$ cat src/rtl/alu_pkg.sv
// Shared widths and op bundle for the ALU issue/writeback stage.
package alu_pkg;

  localparam int ALU_DATA_BITS     = 8;
  localparam int ALU_REG_ADDR_BITS = 4;

  typedef logic [ALU_REG_ADDR_BITS-1:0] reg_idx_t;

  typedef struct packed {
    reg_idx_t                 rd;
    reg_idx_t                 rs1;
    reg_idx_t                 rs2;
    logic                     imm_en;
    logic [ALU_DATA_BITS-1:0] imm;
    logic                     sub;
  } alu_op_t;

  // True when a valid in-flight destination matches a source index.
  function automatic logic idx_hit(input logic v, input reg_idx_t rd, input reg_idx_t rs);
    return v && (rd == rs);
  endfunction

endpackage

$ cat src/rtl/reg_file.sv
// Register file: two async operand reads, one async debug read, one sync write.
module reg_file #(
  parameter int DATA_BITS     = 8,
  parameter int REG_ADDR_BITS = 4
) (
  input  logic                     clk,
  input  logic                     reset,
  input  logic                     we,
  input  logic [REG_ADDR_BITS-1:0] waddr,
  input  logic [DATA_BITS-1:0]     wdata,
  input  logic [REG_ADDR_BITS-1:0] raddr_a,
  output logic [DATA_BITS-1:0]     rdata_a,
  input  logic [REG_ADDR_BITS-1:0] raddr_b,
  output logic [DATA_BITS-1:0]     rdata_b,
  input  logic [REG_ADDR_BITS-1:0] dbg_addr,
  output logic [DATA_BITS-1:0]     dbg_data
);

  logic [DATA_BITS-1:0] mem [2**REG_ADDR_BITS];

  always_ff @(posedge clk) begin
    if (!reset) begin
      for (int i = 0; i < 2**REG_ADDR_BITS; i++) mem[i] <= '0;
    end else if (we) begin
      mem[waddr] <= wdata;
    end
  end

  assign rdata_a  = mem[raddr_a];
  assign rdata_b  = mem[raddr_b];
  assign dbg_data = mem[dbg_addr];

endmodule

$ cat src/rtl/alu_issue_wb.sv
// Operand issue and writeback stage around a registered ALU.
// ISS holds operands driven to the ALU, EXE tracks the op whose result the ALU presents.
module alu_issue_wb
  import alu_pkg::*;
#(
  parameter int DATA_BITS     = ALU_DATA_BITS,
  parameter int REG_ADDR_BITS = ALU_REG_ADDR_BITS
) (
  input  logic                     clk,
  input  logic                     reset,
  input  logic                     op_valid,
  output logic                     op_ready,
  input  logic [REG_ADDR_BITS-1:0] op_rd,
  input  logic [REG_ADDR_BITS-1:0] op_rs1,
  input  logic [REG_ADDR_BITS-1:0] op_rs2,
  input  logic                     op_imm_en,
  input  logic [DATA_BITS-1:0]     op_imm,
  input  logic                     op_sub,
  output logic [DATA_BITS-1:0]     alu_a,
  output logic [DATA_BITS-1:0]     alu_b,
  output logic                     alu_cin,
  input  logic [DATA_BITS-1:0]     alu_result,
  input  logic                     alu_cout,
  input  logic                     alu_zero,
  output logic                     flag_c,
  output logic                     flag_z,
  output logic                     busy,
  input  logic [REG_ADDR_BITS-1:0] dbg_addr,
  output logic [DATA_BITS-1:0]     dbg_data
);

  alu_op_t              op;
  logic                 iss_v, exe_v;
  reg_idx_t             iss_rd, exe_rd;
  logic [DATA_BITS-1:0] rf_a, rf_b, opnd_a, opnd_b;
  logic                 hazard, accept;

  assign op = '{rd: op_rd, rs1: op_rs1, rs2: op_rs2, imm_en: op_imm_en,
                imm: op_imm, sub: op_sub};

  reg_file #(.DATA_BITS(DATA_BITS), .REG_ADDR_BITS(REG_ADDR_BITS)) u_rf (
    .clk      (clk),
    .reset    (reset),
    .we       (exe_v),
    .waddr    (exe_rd),
    .wdata    (alu_result),
    .raddr_a  (op.rs1),
    .rdata_a  (rf_a),
    .raddr_b  (op.rs2),
    .rdata_b  (rf_b),
    .dbg_addr (dbg_addr),
    .dbg_data (dbg_data)
  );

  // ISS result is not yet available anywhere, so a dependent op must wait one cycle.
  assign hazard   = idx_hit(iss_v, iss_rd, op.rs1) || (!op.imm_en && idx_hit(iss_v, iss_rd, op.rs2));
  assign op_ready = reset && !hazard;
  assign accept   = op_valid && op_ready;

  // EXE result is on alu_result this cycle and is the same value being written back.
  assign opnd_a = idx_hit(exe_v, exe_rd, op.rs1) ? alu_result : rf_a;
  assign opnd_b = op.imm_en                       ? op.imm     :
                  idx_hit(exe_v, exe_rd, op.rs2) ? alu_result : rf_b;

  always_ff @(posedge clk) begin
    if (!reset) begin
      iss_v   <= 1'b0;
      exe_v   <= 1'b0;
      iss_rd  <= '0;
      exe_rd  <= '0;
      alu_a   <= '0;
      alu_b   <= '0;
      alu_cin <= 1'b0;
      flag_c  <= 1'b0;
      flag_z  <= 1'b0;
    end else begin
      iss_v <= accept;
      if (accept) begin
        alu_a   <= opnd_a;
        alu_b   <= opnd_b;
        alu_cin <= op.sub;
        iss_rd  <= op.rd;
      end
      exe_v  <= iss_v;
      exe_rd <= iss_rd;
      if (exe_v) begin
        flag_c <= alu_cout;
        flag_z <= alu_zero;
      end
    end
  end

  assign busy = iss_v | exe_v;

endmodule

$ cat config.mk
export PLATFORM = sky130hd
export DESIGN_NAME = alu_issue_wb
export DESIGN_NICKNAME = d
export VERILOG_FILES = /design/src/rtl/alu_pkg.sv /design/src/rtl/reg_file.sv /design/src/rtl/alu_issue_wb.sv
export SDC_FILE = /design/constraint.sdc
export NUM_CORES = 1
export LEC_CHECK = 0
export BUFFER_PORTS_ARGS = -buffer_cell sky130_fd_sc_hd__buf_4
export CAP_MARGIN = 20
export CORE_ASPECT_RATIO = 0.8
export CORE_UTILIZATION = 55
export DETAILED_ROUTE_END_ITERATION = 10
export HOLD_SLACK_MARGIN = 0.06
export PLACE_DENSITY = 0.81
export SYNTH_ARGS = -nofsm -noshare
export SYNTH_HDL_FRONTEND = slang
export SYNTH_SLANG_ARGS = --single-unit
export TNS_END_PERCENT = 50
$ cat constraint.sdc
create_clock -name clk -period 2.05 [get_ports clk]
set_input_delay 0.205 -clock clk [delete_from_list [all_inputs] [get_ports clk]]
set_output_delay 0.205 -clock clk [all_outputs]
set_load 0.01 [all_outputs]
==> impl_metrics.py <==
metrics = {
    "cells_and_area": {
        "fin_area_um2": 11300,
        "antenna_cells": 0,
        "regArea_um2": 4420,
        "syn2layout_area_growth_pct": 21.8,
        "layout.nets": 826,
        "fillers": 1075,
        "layout-drive-gt1-share": 0.407,
        "final_util": 0.684,
        "multiInputGateArea_um2": 4530,
    },
    "setup_path": {
        "path_max_fanout": 3,
        "path_class": "flip-flop to output port",
        "end_kind": "output port",
        "rrSetupSlack_ns": 0.02,
        "ff2ff_path_depth": 5,
        "worstSetupStartpointType": "flip-flop",
        "crit_required_ns": 1.85,
        "crit_arrival_ns": 2.18,
        "r2r-end": "alu_a[6]",
        "r2r-start": "u_rf.mem[11][6]",
    },
    "synthesis": {
        "ys_seq_area_frac": 0.477,
        "synth_edf_count": 128,
        "syn_nets": 714,
        "synth_area_per_cell_um2": 13.7,
        "synth_top_area_frac": 0.415,
        "synth_cell_type_count": 41,
        "synthArstFlopShare": 0,
        "yosysTopAreaCell": "edfxtp_1",
        "ys_ff_latch": 157,
        "ys.flop_type": "edfxtp_1",
        "netlist_top_cells_area": "edfxtp_1 (41%), mux4_2 (25%), dfxtp_1 (6.3%), nor3_1 (5.3%), mux2i_1 (3.7%)",
        "yosys-top-cells-count": "edfxtp_1 (128), mux4_2 (102), nor3_1 (98), clkbuf_1 (52), nor4_1 (48)",
        "synthesis.area_um2": 9270,
        "netlist_instances": 675,
        "yosysWarnings": 0,
        "synth_most_common_cell": "edfxtp_1",
    },
    "sta": {
        "fin_ws_ns": -0.337,
        "finalCriticalPeriod_ns": 2.39,
        "finalCritPeriodShare": 1.16,
        "slew_viol_final": 0,
        "max_slew_margin": 0.605,
        "worstMarginPinSlew_ns": 0.593,
        "setup_viol": 8,
        "rsz0062_at_grt": "true",
        "fmax_ghz": 0.419,
        "hold_viol": 0,
        "skew_ns": 0.00644,
    },
    "power_and_ir_drop": {
        "clkPwrFrac": 0.367,
        "ir_drop_mv": 0.481,
        "cell_internal_pwr_w": 0.00589,
        "leakagePower_nw": 3.99,
        "seq_power_share": 0.458,
        "pwr_density_cell_nw_per_um2": 715,
        "combPwrFrac": 0.175,
        "power.switching_w": 0.00219,
        "swShare": 0.271,
    },
    "clock_tree": {
        "clockBufferDepth": 2,
        "cts_tree": "built",
        "numCtsBuffers": 17,
        "clock-sinks": 157,
        "insertion_delay_ns": 0.44,
        "path_clk_slew_ns": 0.06,
        "h-tree-depth": 4,
        "cts_root_buffer": "clkbuf_16",
    },
    "run_status": {
        "violations": "negative setup slack",
        "outcome": "finished, violations left",
    },
    "placed_design": {
        "port_buffers": 67,
        "gp_congestion": 1.08,
        "hpwl_um": 21400,
        "dpl-instance-area_um2": 10500,
    },
    "floorplan": {
        "fp-row-count": 42,
        "core-area_um2": 16500,
        "io_pins": 68,
        "die_height_um": 118,
        "dieWidth_um": 147,
        "initial_utilization": 0.562,
        "die_area_um2": 17400,
    },
    "global_routing": {
        "grt_first_pass_wirelength_um": 47600,
        "gr-total-overflow": 0,
        "grt_pass1_vias": 7820,
        "grt_max_degree": 37,
        "antenna_found_initial": 0,
        "track_usage": 0.383,
    },
    "routing": {
        "vias": 7841,
        "drt_wl_total_um": 31900,
        "drtPass1Iterations": 7,
        "drc": 0,
        "wl_per_cell_um": 31.3,
        "initialDrtViolationCount": 1521,
        "postRouteAntennaNets": 0,
        "vias_per_cell": 7.70,
    },
    "min_path": {
        "hold_path_startpoint": "reset",
        "worstHoldPathType": "primary input to flip-flop",
        "min_to": "alu_cin",
        "min_path_cells": 3,
    },
    "run": {
        "cap_violations": 0,
    },
}
-- cells by family (layout without fill, tap and decap cells) --
group / Yosys count / count (layout) / synth area share
buffers and inverters: 97 / 220 / 0.0471
and+or+nand+nor: 186 / 186 / 0.106
AOI/OAI and AO/OA: 77 / 77 / 0.0591
muxes: 142 / 142 / 0.295
xor gates and xnor gates: 16 / 16 / 0.0151
DFF: 157 / 157 / 0.477
-- worst max-delay path by stage --
stage	from	end	slack, ns	cells past startpoint
after floorplan	exe_v	u_rf.mem[3][0]	-0.09	5
after global placement	op_rs2[0]	alu_b[7]	-0.1	7
after detailed placement	op_rs2[0]	alu_b[1]	-0.13	8
after CTS	u_rf.mem[0][6]	dbg_data[6]	-0.29	3
after global routing	u_rf.mem[3][6]	dbg_data[6]	-0.31	3
final	u_rf.mem[11][6]	dbg_data[6]	-0.34	3
-- sequential cells by signal (all words and copies together), names as in the netlist --
| name | flops |
|---|---|
| iss_v | 1 |
| exe_v | 1 |
| alu_a | 8 |
| flag_c | 1 |
| alu_cin | 1 |
| flag_z | 1 |
| u_rf.mem | 128 |
| exe_rd | 4 |
| iss_rd | 4 |
| alu_b | 8 |
-- area by class of cell --
| cell class | instances | share of cell area |
|---|---|---|
| clock buffers | 20 | 0.0387 |
| multi-input cells | 421 | 0.401 |
| flip-flops and latches | 157 | 0.392 |
| clock inverters | 10 | 0.00831 |
| repair buffers | 180 | 0.133 |
| inverters | 10 | 0.00332 |
| well taps | 220 | 0.0244 |
-- per-stage QoR --
step	setup WS, ns	std cells	total power (W)	hold slack (ns)	setup TNS, ns
detailed placement	-0.125	970	0.00503	0.435	-0.659
floorplan	-0.0854	675	0.00448	0.335	-1.37
global route	-0.308	1018	0.00823	0.0953	-2.15
global placement	-0.0976	970	0.00499	0.428	-0.384
finish	-0.337	1018	0.00808	0.0787	-2.12
CTS	-0.290	1015	0.00797	0.0676	-1.80
-- what timing repair did --
item / in CTS / in global routing
gates resized for setup: 11 / 17
hold buffers: 7 / 0
hold endpoints to repair: 7 / 0
endpoints found under the setup margin: 10 / 17
pin swaps: 0 / 3
buffers inserted: 8 / 3
-- layer usage --
metal / vias to the layer above / GRT usage / share of wire
met5: - / 0 / 0
met4: 0 / 0.224 / 0.059
met3: 196 / 0.152 / 0.17
met2: 884 / 0.558 / 0.44
met1: 3751 / 0.485 / 0.33
li1: 3010 / - / -
-- critical path: stages, from the launching register on --
cell	delay [ns]
edfxtp_1	0.50
mux4_2	0.57
mux4_2	0.53
buf_6	0.15
-- cell usage in the layout (no fill, tap or decap), types with 6 or more instances in the layout --
| master | synthesis | layout |
|---|---|---|
| nand2_1 | 14 | 13 |
| dfxtp_1 | 29 | 29 |
| mux2i_1 | 34 | 34 |
| edfxtp_1 | 128 | 128 |
| a22oi_1 | 16 | 13 |
| mux4_2 | 102 | 102 |
| nor4_1 | 48 | 48 |
| buf_4 | 5 | 157 |
| o31ai_1 | 12 | 11 |
| xnor2_1 | 11 | 11 |
| and2_1 | 6 | 6 |
| a211oi_1 | 8 | 8 |
| dlygate4sd3_1 | 0 | 7 |
| buf_12 | 0 | 8 |
| o21ai_0 | 13 | 12 |
| clkbuf_16 | 0 | 17 |
| nor3_1 | 98 | 97 |
| clkinv_1 | 9 | 10 |
| nor2_1 | 7 | 7 |
| a21oi_1 | 16 | 16 |
| buf_6 | 4 | 8 |
-- power groups by stage --
stage          clock network (W)  registers, W  logic, W
2_1_floorplan                  0       0.00371  0.000775
3_3_place_gp                   0       0.00374   0.00125
3_5_place_dp                   0       0.00375   0.00128
4_1_cts                  0.00295       0.00369   0.00134
5_1_grt                  0.00306       0.00370   0.00146
6_report                 0.00296       0.00370   0.00142
(Power assumes the default switching activity.)
